File: src/rtl/pipeline_io_ctrl.sv
// Board-side I/O stage for the pipeline: step-button debounce, switch
// synchronisation and a 4-digit multiplexed seven-segment hex display.
module pipeline_io_ctrl #(
  parameter int DB_CYCLES   = 100000,
  parameter int SCAN_CYCLES = 100000
) (
  input  logic        clock,
  input  logic        reset,
  input  logic        btn_step,
  input  logic [4:0]  sw_reg,
  input  logic        sw_show_reg,
  input  logic        sw_upper,
  input  logic [31:0] pc_out,
  input  logic [31:0] register_out,
  output logic        step_pulse,
  output logic [4:0]  reg_sel,
  output logic [3:0]  an,
  output logic [6:0]  seg
);

  localparam int DB_W   = (DB_CYCLES   > 2) ? $clog2(DB_CYCLES)   : 1;
  localparam int SCAN_W = (SCAN_CYCLES > 2) ? $clog2(SCAN_CYCLES) : 1;
  localparam logic [DB_W-1:0]   DB_MAX   = DB_W'(DB_CYCLES - 1);
  localparam logic [SCAN_W-1:0] SCAN_MAX = SCAN_W'(SCAN_CYCLES - 1);

  // Two-flop synchronisers for every asynchronous board input
  logic       r_btn_s1, r_btn_s2;
  logic [4:0] r_sw_s1, r_sw_s2;
  logic       r_show_s1, r_show_s2;
  logic       r_upper_s1, r_upper_s2;

  // Debounce state
  logic            r_db_state;
  logic [DB_W-1:0] r_db_cnt;
  logic            r_step_pulse;

  // Scan state and registered display outputs
  logic [SCAN_W-1:0] r_scan_cnt;
  logic [1:0]        r_digit;
  logic [3:0]        r_an;
  logic [6:0]        r_seg;

  logic        w_db_mismatch;
  logic        w_db_done;
  logic        w_scan_wrap;
  logic [1:0]  w_digit_next;
  logic [31:0] w_val;
  logic [15:0] w_half;
  logic [3:0]  w_nibble;
  logic [6:0]  w_seg_dec;

  // Synchronise button and switches through two flops each
  always_ff @(posedge clock) begin
    if (reset) begin
      r_btn_s1   <= 1'b0;
      r_btn_s2   <= 1'b0;
      r_sw_s1    <= 5'd0;
      r_sw_s2    <= 5'd0;
      r_show_s1  <= 1'b0;
      r_show_s2  <= 1'b0;
      r_upper_s1 <= 1'b0;
      r_upper_s2 <= 1'b0;
    end else begin
      r_btn_s1   <= btn_step;
      r_btn_s2   <= r_btn_s1;
      r_sw_s1    <= sw_reg;
      r_sw_s2    <= r_sw_s1;
      r_show_s1  <= sw_show_reg;
      r_show_s2  <= r_show_s1;
      r_upper_s1 <= sw_upper;
      r_upper_s2 <= r_upper_s1;
    end
  end

  assign w_db_mismatch = (r_btn_s2 != r_db_state);
  assign w_db_done     = w_db_mismatch && (r_db_cnt == DB_MAX);

  // Accept a new button level only after DB_CYCLES consecutive mismatches;
  // pulse once on the edge that accepts a press
  always_ff @(posedge clock) begin
    if (reset) begin
      r_db_state   <= 1'b0;
      r_db_cnt     <= '0;
      r_step_pulse <= 1'b0;
    end else begin
      r_step_pulse <= w_db_done && r_btn_s2;
      if (!w_db_mismatch) begin
        r_db_cnt <= '0;
      end else if (w_db_done) begin
        r_db_state <= r_btn_s2;
        r_db_cnt   <= '0;
      end else begin
        r_db_cnt <= r_db_cnt + 1'b1;
      end
    end
  end

  assign w_scan_wrap  = (r_scan_cnt == SCAN_MAX);
  // Two-bit index wraps 3 -> 0 naturally
  assign w_digit_next = w_scan_wrap ? (r_digit + 2'd1) : r_digit;

  assign w_val  = r_show_s2 ? register_out : pc_out;
  assign w_half = r_upper_s2 ? w_val[31:16] : w_val[15:0];

  // Pick the nibble for the digit that will be lit after this edge
  always_comb begin
    w_nibble = w_half[3:0];
    case (w_digit_next)
      2'd0: w_nibble = w_half[3:0];
      2'd1: w_nibble = w_half[7:4];
      2'd2: w_nibble = w_half[11:8];
      2'd3: w_nibble = w_half[15:12];
      default: w_nibble = w_half[3:0];
    endcase
  end

  // Active-low hex decode, bit order {g,f,e,d,c,b,a}
  always_comb begin
    w_seg_dec = 7'b1111111;
    case (w_nibble)
      4'h0: w_seg_dec = 7'b1000000;
      4'h1: w_seg_dec = 7'b1111001;
      4'h2: w_seg_dec = 7'b0100100;
      4'h3: w_seg_dec = 7'b0110000;
      4'h4: w_seg_dec = 7'b0011001;
      4'h5: w_seg_dec = 7'b0010010;
      4'h6: w_seg_dec = 7'b0000010;
      4'h7: w_seg_dec = 7'b1111000;
      4'h8: w_seg_dec = 7'b0000000;
      4'h9: w_seg_dec = 7'b0010000;
      4'hA: w_seg_dec = 7'b0001000;
      4'hB: w_seg_dec = 7'b0000011;
      4'hC: w_seg_dec = 7'b1000110;
      4'hD: w_seg_dec = 7'b0100001;
      4'hE: w_seg_dec = 7'b0000110;
      4'hF: w_seg_dec = 7'b0001110;
      default: w_seg_dec = 7'b1111111;
    endcase
  end

  // Free-running digit scan; an/seg refresh every edge from the next digit so
  // anode and segment pattern always change together
  always_ff @(posedge clock) begin
    if (reset) begin
      r_scan_cnt <= '0;
      r_digit    <= 2'd0;
      r_an       <= 4'b1111;
      r_seg      <= 7'b1111111;
    end else begin
      r_scan_cnt <= w_scan_wrap ? '0 : (r_scan_cnt + 1'b1);
      r_digit    <= w_digit_next;
      r_an       <= ~(4'b0001 << w_digit_next);
      r_seg      <= w_seg_dec;
    end
  end

  assign step_pulse = r_step_pulse;
  assign reg_sel    = r_sw_s2;
  assign an         = r_an;
  assign seg        = r_seg;

endmodule

File: config.mk
export PLATFORM = sky130hd
export DESIGN_NAME = pipeline_io_ctrl
export DESIGN_NICKNAME = d
export VERILOG_FILES = /design/src/rtl/pipeline_io_ctrl.sv
export SDC_FILE = /design/constraint.sdc
export NUM_CORES = 1
export LEC_CHECK = 0
export CORE_ASPECT_RATIO = 1.25
export CORE_MARGIN = 1.5
export CORE_UTILIZATION = 40
export DETAILED_ROUTE_END_ITERATION = 10
export PLACE_DENSITY_LB_ADDON = 0.1
export SYNTH_ARGS = -nofsm -noshare
export SYNTH_HDL_FRONTEND = slang
export SYNTH_SLANG_ARGS = --single-unit
File: constraint.sdc
create_clock -name clock -period 6.9 [get_ports clock]
set_input_delay 1.38 -clock clock [delete_from_list [all_inputs] [get_ports clock]]
set_output_delay 1.38 -clock clock [all_outputs]
set_load 0.05 [all_outputs]
* Yosys cells after proc, flatten, opt, wreduce, memory -nomap -nowiden *
Memory sizes are Yosys's and may differ from the RTL's. A register that Yosys moved wholly into a read port is not among the register bits.
Cells that the tools add are included.

word-level totals
  memories = 1
  latch bits = 0
  bits in read-only memories = 112
  logic and storage cells = 37
  output and inout bits = 17
  RAM bits = 0
  bits of input ports = 74
  register bits = 58

cells by class
  reductions and logical operators = 6
  add/sub/neg operators = 3
  div/mod/pow operators = 0
  equal/unequal tests = 6
  bitwise logic cells = 2
  muxes and demuxes = 4
  shift operators = 1
  order comparisons = 0
  multipliers = 0

memory list
  memory            words  bits a word  read ports  clocked after Yosys merged registers in  write ports  RTL line  text
  (name not given)  16     7            1           1                                        0            120       case (w_nibble)

operators with widths
  cell                                                  count
  adder 17 x 1 -> 17 bit (second input constant)        2
  equality test 17 bit (second input constant)          2
  2-to-1 mux 32 bit                                     1
  2-to-1 mux 16 bit                                     1
  case mux 4 bit (4 select lines)                       1
  equality test 2 bit (second input constant)           2
  NOT 4 bit                                             1
  left shift 1 x 2 -> 4 bit (first input constant)      1
  OR reduction 3 bit                                    1
  adder 2 x 1 -> 2 bit (second input constant)          1
  equality test 2 x 1 -> 1 bit (second input constant)  1
  logical AND 1 bit                                     2
  zero test 2 bit                                       1
  2-to-1 mux 2 bit                                      1
  AND reduction 2 bit                                   1
  OR reduction 2 bit                                    1
  inequality test 1 bit                                 1
  NOT 1 bit                                             1

* Depth between registers and ports, before layout *
Gate-level depths: netlist of run 1.

  depth in word-level cells = 4
  gate-level depth with buffers = 13
  gate-level depth less buffers = 12

* Least setup slack after synthesis of run 1 *
OpenSTA, ideal clock, no wires.

  path type = input-to-reg
  start point = input port register_out[29]
  end point = register r_seg[3] (netlist: seg[3])
  stages = 9
  setup slack = 3404 ps
  library setup time = 127 ps
  data arrival time = 3368 ps
  path buffers = 0
  cell sequence = mux4_2 > mux2i_1 > a21oi_1 > nor3_1 > inv_1 > ha_1 > nor2b_1 > a2111oi_4 > a31oi_1

between the ends
  cells in the longest elaborated chain, start to end = 3

ends and longest elaborated chain
  element                          RTL line  text
  start, declared                  14        input logic [31:0] register_out,
  2-to-1 mux 32 bit                102       assign w_val = r_show_s2 ? register_out : pc_out;
  2-to-1 mux 16 bit                103       assign w_half = r_upper_s2 ? w_val[31:16] : w_val[15:0];
  case mux 4 bit (4 select lines)  108       case (w_digit_next)
  end, declared                    41        logic [6:0] r_seg;

Every way passes these cells.
A chain may end at the register's enable or synchronous reset.

* Worst setup path after layout of run 1 *
Same ends and word-level chain as after synthesis.

==> flow_metrics.py, run 1 <==
metrics = {
    "run_status": {
        "status": "finished clean",
    },
    "synthesis": {
        "synth_xor_area_share_pct": 7.521,
        "synthCells": 331,
        "ys_types": 46,
        "ys_seq_area_share_pct": 39.91,
        "synth_edf_count": 0,
        "synth_mux_area_share_pct": 13.81,
        "synthFlopType": "dfxtp_1",
        "synth-simple-area-share_pct": 25.79,
        "synth-compound-area-share_pct": 6.140,
        "yosys_warnings": 0,
        "ys_ff_latch": 65,
        "avgSynthCellArea_um2": 9.851,
        "synth_top_family_by_area": "simple AND/OR/NAND/NOR gates",
        "synth_async_sr_flop_share_pct": 0,
        "mappedNetlistArea_um2": 3261,
        "synth_nets": 413,
        "synthAdderAreaFrac_pct": 3.070,
    },
    "pwr": {
        "ir_drop_mv": 0.1286,
        "p_per_area_nw_per_um2": 186.7,
        "p_leak_nw": 1.608,
        "power_uw": 816.2,
    },
    "clock_network": {
        "clk_pin_slew_ns": 0.08,
        "htreeDepth": 3,
        "numClockSinks": 65,
        "postCtsSetupBuffers": 0,
        "cts-hold-fix-buffers": 0,
        "clockRootBuffer": "clkbuf_8",
        "cts_buffers": 9,
        "cts_resized": 0,
        "cts_buffer_depth": 2,
        "clock_latency_ns": 0.34,
        "cts_tree": "built",
    },
    "grt": {
        "gr-total-overflow": 0,
        "grt_pass1_vias": 2651,
        "grt_pass1_wl_mm": 11.91,
        "track_usage_pct": 16.60,
        "grt_max_degree": 28,
        "grt_antenna_before_repair": 0,
    },
    "layout": {
        "diodes": 0,
        "fin_nets": 500,
        "layout-drive-gt1-share_pct": 11.37,
        "syn2layout_area_growth_pct": 34.08,
        "nFillCells": 760,
    },
    "timing": {
        "fin_skew_ns": 0.01243,
        "fin_setup_tns_ns": 0,
        "slew_headroom_pct": 43.60,
        "finalCritPeriodShare_pct": 57.01,
        "setup_viol": 0,
        "fmax_mhz": 254.2,
        "final_max_slew_viol_count": 0,
        "whs_ns": 0.4315,
        "period_needed_ns": 3.934,
        "hold_violations": 0,
        "tightestPinTransition_ns": 0.8413,
        "rsz0062_at_grt": "no",
    },
    "worst_hold_path": {
        "hold_class": "reg -> reg",
    },
    "critical_path": {
        "crit_path_top_delay_cell": "nor3_1",
        "max_stage_delay_ns": 0.58,
        "worstPathRequired_ns": 7.09,
        "crit_fanout": 6,
        "cp-end-kind": "flip-flop",
        "cp_data_arrival_time_ns": 4.12,
        "critPathKind": "in -> reg",
        "crit_path_start_kind": "input port",
        "crit_buf_inv": 2,
        "cp_cell_sequence": "clkdlybuf4s50_1 > mux4_2 > mux2i_1 > a21oi_1 > nor3_1 > inv_1 > ha_1 > nor2b_1 > a2111oi_4 > a31oi_1",
        "critical-path-top-delay-family": "simple AND/OR/NAND/NOR gates",
    },
    "die": {
        "die_h_um": 103.9,
        "die_w_um": 83.76,
        "rows": 36,
        "initial_core_util_pct": 41.60,
        "coreArea_um2": 7838,
        "dieArea_um2": 8706,
        "ioPinCount": 91,
    },
    "place": {
        "io_buffers": 90,
        "hpwlAfterDp_mm": 5.193,
        "gp_congestion": 0.8336,
    },
    "route": {
        "remaining_drc_errors": 0,
        "avgViaCountPerCell": 5.091,
        "ant_nets": 0,
        "detail_route.iter0.violations": 61,
        "totalWireLength_mm": 6.896,
        "routedWlPerCell_um": 13.34,
        "vias": 2632,
        "firstDrtPassIters": 4,
    },
    "run": {
        "cap_violations": 0,
    },
}
[through the flow]
| step | instances | util, % | worst slack, ns | cell area [µm²] |
|---|---|---|---|---|
| after floorplan | 331 | - | 3.404 | 3261 |
| after global placement | 502 | 53.48 | 2.675 | 4192 |
| after detailed placement | 502 | 53.48 | 2.566 | 4192 |
| after CTS | 517 | 55.78 | 2.935 | 4372 |
| after global routing | 517 | 55.78 | 2.784 | 4372 |
| final | 517 | 55.78 | 2.966 | 4372 |
[synthesized netlist by cell type, types with 6 or more instances]
cell	number	share of area, %
a21oi_1	9	1.4
ha_1	8	3.1
nor2b_1	19	3.6
dfxtp_1	65	40
xor2_1	24	6.4
and3_1	9	1.7
nor2_1	37	4.3
clkbuf_1	7	0.81
mux4_2	16	11
mux2i_1	9	2.8
o21ai_0	8	1.2
nand2_1	28	3.2
nand4_1	6	1.2
nand3_1	25	3.8
[kinds of logic after synthesis]
family,count (synthesis)
compound gates,31
mux,25
simple gates,153
fa+ha+maj,8
flops,65
xor+xnor,28
buf+inv,21
[state kept, by name, indices dropped and copies added (netlist names), 2 cells and up]
signal / count
r_sw_s1: 5
reg_sel: 5
r_db_cnt: 17
seg: 7
r_scan_cnt: 17
r_digit: 2
an: 4
[path summary, 6_finish.rpt]
check	from	endpoint	slack, ns	depth (start not counted)
setup / recovery	register_out[29]	seg[3]	2.97	10
hold / removal	r_sw_s1[3]	reg_sel[3]	0.43	1
setup reg to reg	r_scan_cnt[11]	seg[3]	3.60	10
hold reg to reg	r_sw_s1[3]	reg_sel[3]	0.43	1
[cell usage in the layout, fill, tap and decap left out, types with 11 or more instances in the layout]
cell type        netlist  final
clkbuf_8               0     11
clkdlybuf4s50_1        0     90
dfxtp_1               65     65
mux4_2                16     16
nand2_1               28     28
nand3_1               25     25
nor2_1                37     37
nor2b_1               19     19
xor2_1                24     24
[final cells by class]
cell class                 count  area, µm²  area share, %
tap                           95      118.9          2.719
timing repair buffer          92      915.9          20.95
multi-input combinational    245       1837          42.01
clock buffer                  11      151.4          3.463
clock inverter                 4      28.78         0.6583
inverter                       5      18.77         0.4293
sequential                    65       1301          29.77
[power breakdown]
part           switching [mW]  leakage (nW)  internal [mW]
Sequential            0.00540         0.531          0.386
Combinational          0.0614         0.990         0.0758
Clock                   0.139        0.0874          0.148
[per-layer routing]
layer  share of wire, %  wire, µm  global-route usage [%]
met1                 42      2921                   19.57
met2                 51      3502                   28.51
met3                5.5       382                   4.683
met4                1.3        89                   6.206
met5                  0         0                       0
No activity file was read; power rests on OpenSTA's default activity.
==> inputs of run 2 (changes only) <==
- clock period: 6.9 -> 4 ns (I/O delays scaled with it)
==> run 2 against run 1 <==
Effect of this change:
- design area rose by 1.9%
- clock-buffer cell count fell by 1
- first-iteration DRC count fell by 9.8%
- critical path depth rose by 1
- cell count rose by 1.2%
- critical path type is now reg -> reg
- largest power group unchanged
==> flow_metrics.py, run 2 (synthesized netlist as in run 1, its figures left out) <==
metrics = {
    "clock_network": {
        "clock_latency_ns": 0.33,
        "cts_buffers": 9,
        "numClockSinks": 65,
        "htreeDepth": 3,
        "clockRootBuffer": "clkbuf_8",
        "clk_pin_slew_ns": 0.08,
        "cts_tree": "built",
        "postCtsSetupBuffers": 0,
        "cts-hold-fix-buffers": 0,
        "cts_buffer_depth": 2,
        "cts_resized": 0,
    },
    "layout": {
        "final_common_cell": "clkdlybuf4s50_1",
        "fin_nets": 505,
        "multiInputGateArea_um2": 1837,
        "syn2layout_area_growth_pct": 36.68,
        "diodes": 0,
        "layout-drive-gt1-share_pct": 12.62,
        "seqCellArea_um2": 1301,
        "final_cell_mix": "clkdlybuf4s50_1 (90), dfxtp_1 (65), nor2_1 (37)",
        "nFillCells": 701,
    },
    "timing": {
        "fin_skew_ns": 0.01228,
        "slew_headroom_pct": 57.48,
        "period_needed_ns": 3.050,
        "final_max_slew_viol_count": 0,
        "setup_slack_ns": 0.9502,
        "tightestPinTransition_ns": 0.6369,
        "fmax_mhz": 327.9,
        "fin_setup_tns_ns": 0,
        "rsz0062_at_grt": "no",
        "hold_violations": 0,
        "finalCritPeriodShare_pct": 76.24,
        "setup_viol": 0,
    },
    "grt": {
        "gr-total-overflow": 0,
        "grt_pass1_wl_mm": 12.29,
        "grt_max_degree": 21,
        "grt_antenna_before_repair": 0,
        "track_usage_pct": 17.19,
        "grt_pass1_vias": 2734,
    },
    "critical_path": {
        "r2r_cells": 11,
        "reg2reg_from": "r_show_s2",
        "crit_path_top_delay_cell": "dfxtp_1",
        "worstPathRequired_ns": 4.19,
        "cpMostUsedCell": "buf_4",
        "crit_path_start_kind": "flip-flop",
        "r2r_end": "seg[3]",
        "cp-end-kind": "flip-flop",
        "cp_cell_sequence": "buf_4 > mux4_2 > nand3_1 > o21ai_0 > nor3_2 > buf_4 > inv_1 > ha_1 > nor2b_1 > a2111oi_4 > a31oi_1",
        "crit_fanout": 10,
        "rrSetupSlack_ns": 0.95,
        "max_stage_delay_ns": 0.73,
        "cp_data_arrival_time_ns": 3.24,
        "critPathKind": "reg -> reg",
    },
    "run": {
        "cap_violations": 0,
    },
    "pwr": {
        "p_per_area_nw_per_um2": 346.2,
        "ir_drop_mv": 0.2006,
        "p_leak_nw": 1.658,
    },
    "place": {
        "hpwlAfterDp_mm": 5.347,
        "post-place-ws_ns": 0.6448,
        "gp_congestion": 0.8008,
        "io_buffers": 90,
    },
    "route": {
        "ant_nets": 0,
        "routedWlPerCell_um": 13.33,
        "vias": 2659,
        "totalWireLength_mm": 6.969,
        "detail_route.iter0.violations": 55,
        "avgViaCountPerCell": 5.084,
        "remaining_drc_errors": 0,
        "firstDrtPassIters": 4,
    },
    "die": {
        "dieArea_um2": 8706,
        "initial_core_util_pct": 41.60,
        "die_h_um": 103.9,
        "ioPinCount": 91,
        "rows": 36,
        "die_w_um": 83.76,
        "coreArea_um2": 7838,
    },
    "worst_hold_path": {
        "hold_end": "reg_sel[3]",
        "whs_path_depth": 1,
        "hold_class": "reg -> reg",
        "min_from": "r_sw_s1[3]",
    },
    "run_status": {
        "status": "finished clean",
    },
}
==> run 2: cell count changes in the layout (fill, tap and decap cells not counted), sizes merged <==
cell | previous run | this run
bufinv | 0 | 2
inv | 5 | 6
buf | 2 | 7
clkbuf | 11 | 10
clkinvlp | 2 | 1
==> run 2: worst max path at each step <==
stage	from	endpoint	slack (ns)
final	r_show_s2	seg[3]	0.95
after global routing	r_show_s2	seg[3]	0.72
after CTS	r_show_s2	seg[3]	0.91
after detailed placement	register_out[21]	seg[3]	0.64
after global placement	register_out[29]	seg[3]	0.67
after floorplan	register_out[29]	seg[3]	1.08
==> run 2: report_power, final <==
group | internal, mW | switching (mW) | total [mW]
clock network | 0.370 | 0.255 | 0.625
logic | 0.135 | 0.106 | 0.241
registers | 0.666 | 0.0112 | 0.678
total | 1.17 | 0.372 | 1.54
==> run 2: critical path, delay by kind of cell (launching register included) <==
kind / cells / cell delay (ns)
DFF: 1 / 0.73
buffers and inverters: 3 / 0.51
muxes: 1 / 0.51
AOI/OAI and AO/OA: 3 / 0.49
and+or+nand+nor: 3 / 0.46
adders and majority gates: 1 / 0.22
==> run 2: metrics by stage <==
step / hold WS (ns) / total power, mW / util, % / area (µm²) / cells
after global placement: 0.4141 / 0.9328 / 53.96 / 4229 / 507
after CTS: 0.4305 / 1.561 / 56.86 / 4457 / 523
after detailed placement: 0.4220 / 0.9357 / 53.96 / 4229 / 507
after floorplan: 0.4138 / 0.8246 / - / 3261 / 331
after global routing: 0.4545 / 1.613 / 56.86 / 4457 / 523
final: 0.4266 / 1.543 / 56.86 / 4457 / 523
==> run 2: layer usage <==
metal / routed length (µm) / track usage (%) / share of wire [%] / vias to the layer above
met1: 2917 / 19.95 / 42 / 1228
met5: 0 / 0 / 0 / -
met2: 3585 / 30.82 / 51 / 73
met4: 80 / 5.386 / 1.1 / 0
met3: 386 / 4.286 / 5.5 / 8
li1: - / - / - / 1350
==> run 2: cell type report <==
type,count,share of cell area [%]
Clock buffer,10,3.088
Clock inverter,6,2.021
Inverter,5,0.4211
Multi-Input combinational cell,245,41.21
Sequential cell,65,29.20
Tap cell,95,2.667
Timing Repair Buffer,97,21.39
==> inputs of run 3 (changes only) <==
- clock period: 4 -> 2.77 ns (I/O delays scaled with it)
==> run 3 against run 2 <==
Effect of this change:
- non-clock buffer count rose by 7
- register-to-register slack got worse by 0.74 ns
- critical path depth fell by 2
- worst hold slack improved by 0.012 ns
- global-route usage fell by 0.77 points
- flip-flop and latch count did not move
- cell count rose by 1.1%
- maximum frequency rose by 19%
- sequential power rose by 44%
- via count rose by 0.79%
- largest cell class unchanged
- highest routed layer unchanged
==> flow_metrics.py, run 3 (synthesized netlist as in run 1, its figures left out) <==
metrics = {
    "clock_network": {
        "clk_pin_slew_ns": 0.08,
        "htreeDepth": 3,
        "cts_buffers": 9,
        "cts-hold-fix-buffers": 0,
        "numClockSinks": 65,
        "cts_resized": 0,
        "clock_latency_ns": 0.33,
        "cts_buffer_depth": 2,
        "cts_tree": "built",
        "clockRootBuffer": "clkbuf_8",
        "postCtsSetupBuffers": 0,
    },
    "place": {
        "gp_congestion": 0.8331,
        "io_buffers": 90,
        "hpwlAfterDp_mm": 5.371,
        "post-place-ws_ns": -0.1078,
    },
    "pwr": {
        "p_seq_share_pct": 46.0,
        "pwr-share-clk_pct": 36.8,
        "comb_power_share_pct": 17.2,
        "cellInternalPower_mw": 1.579,
        "p_leak_nw": 1.675,
        "ir_drop_mv": 0.4848,
        "swShare_pct": 25.48,
        "p_per_area_nw_per_um2": 471.5,
        "switchingPower_uw": 539.9,
    },
    "route": {
        "detail_route.iter0.violations": 50,
        "firstDrtPassIters": 4,
        "ant_nets": 0,
        "remaining_drc_errors": 0,
        "vias": 2680,
        "avgViaCountPerCell": 5.066,
        "routedWlPerCell_um": 13.07,
        "totalWireLength_mm": 6.915,
    },
    "timing": {
        "tightestPinTransition_ns": 0.5583,
        "hold_violations": 0,
        "setup_viol": 0,
        "setup_slack_ns": 0.2087,
        "finalCritPeriodShare_pct": 92.47,
        "fmax_mhz": 390.4,
        "period_needed_ns": 2.561,
        "fin_skew_ns": 0.01185,
        "final_max_slew_viol_count": 0,
        "rsz0062_at_grt": "no",
        "slew_headroom_pct": 62.78,
    },
    "die": {
        "rows": 36,
        "dieArea_um2": 8706,
        "die_w_um": 83.76,
        "initial_core_util_pct": 41.60,
        "die_h_um": 103.9,
        "coreArea_um2": 7838,
        "ioPinCount": 91,
    },
    "layout": {
        "final_common_cell": "clkdlybuf4s50_1",
        "fin_nets": 512,
        "syn2layout_area_growth_pct": 37.80,
        "final_cell_mix": "clkdlybuf4s50_1 (90), dfxtp_1 (65), nor2_1 (37)",
        "nFillCells": 715,
        "layout-drive-gt1-share_pct": 14.52,
        "final_util_pct": 57.33,
        "diodes": 0,
    },
    "critical_path": {
        "max_stage_delay_ns": 0.55,
        "cp_cell_sequence": "or4b_4 > and4b_2 > nand2_1 > o21ai_0 > nor3_2 > buf_4 > ha_1 > a2111oi_4 > a31oi_1",
        "crit_path_start_kind": "flip-flop",
        "cp-end-kind": "flip-flop",
        "crit_fanout": 8,
        "cp_data_arrival_time_ns": 2.78,
        "worstPathRequired_ns": 2.98,
        "r2r_cells": 9,
        "crit_path_top_delay_cell": "or4b_4",
        "critPathKind": "reg -> reg",
    },
    "worst_hold_path": {
        "hold_class": "reg -> reg",
        "whs_path_depth": 1,
    },
    "grt": {
        "track_usage_pct": 16.41,
        "grt_antenna_before_repair": 0,
        "grt_pass1_vias": 2655,
        "grt_pass1_wl_mm": 11.80,
        "grt_max_degree": 21,
        "gr-total-overflow": 0,
    },
    "run_status": {
        "status": "finished clean",
    },
    "run": {
        "cap_violations": 0,
    },
}
[run 3: changes by cell type in the layout (fill, tap and decap cells not counted), sizes merged]
| cell | before | now |
|---|---|---|
| buf | 7 | 14 |
| bufinv | 2 | 1 |
| clkbuf | 10 | 9 |
| clkinvlp | 1 | 2 |
[run 3: final timing paths]
kind	start	endpoint	slack (ns)
worst min register to register	r_show_s1	r_show_s2	0.44
worst max register to register	r_scan_cnt[11]	seg[3]	0.21
worst max-delay path	r_scan_cnt[11]	seg[3]	0.21
worst min-delay path	r_show_s1	r_show_s2	0.44
[run 3: critical path: cells and delay by family, from the launching register on]
kind	cells	cell delay, ns
adder cells (fa/ha/maj)	1	0.23
AND/OR/NAND/NOR	4	1.13
flip-flops	1	0.34
AO/OA/AOI/OAI	3	0.58
buffers and inverters	1	0.17
[run 3: power groups by stage]
stage / clock network [mW] / logic, mW / registers, mW
after floorplan: 0 / 0.141 / 1.05
after detailed placement: 0 / 0.366 / 0.996
after global routing: 0.855 / 0.391 / 0.978
after global placement: 0 / 0.362 / 0.996
final: 0.780 / 0.364 / 0.975
after CTS: 0.817 / 0.368 / 0.975
[run 3: cell type report]
class,instances,area (µm²),share of cell area (%)
sequential,65,1301,28.96
multi-input combinational,245,1844,41.05
clock inverter,6,67.56,1.504
timing repair buffer,104,1018,22.67
clock buffer,9,123.9,2.757
tap,95,118.9,2.646
inverter,5,18.77,0.4177
[run 3: per-layer routing]
layer / vias up / GRT usage, % / share of wire (%)
met5: - / 0 / 0
met4: 0 / 6.206 / 1.6
met3: 9 / 5.317 / 6.2
met2: 79 / 27.88 / 50
met1: 1233 / 19.18 / 43
li1: 1359 / - / -
[run 3: metrics by stage]
step	power [mW]	cells	hold slack (ns)	cell area (µm²)	setup TNS, ns
after detailed placement	1.362	514	0.4264	4299	-0.1398
after global placement	1.357	514	0.4163	4299	-0.1020
after floorplan	1.191	331	0.4138	3266	0
final	2.118	529	0.4386	4493	0
after global routing	2.225	529	0.4572	4493	0
after CTS	2.159	529	0.4433	4491	0
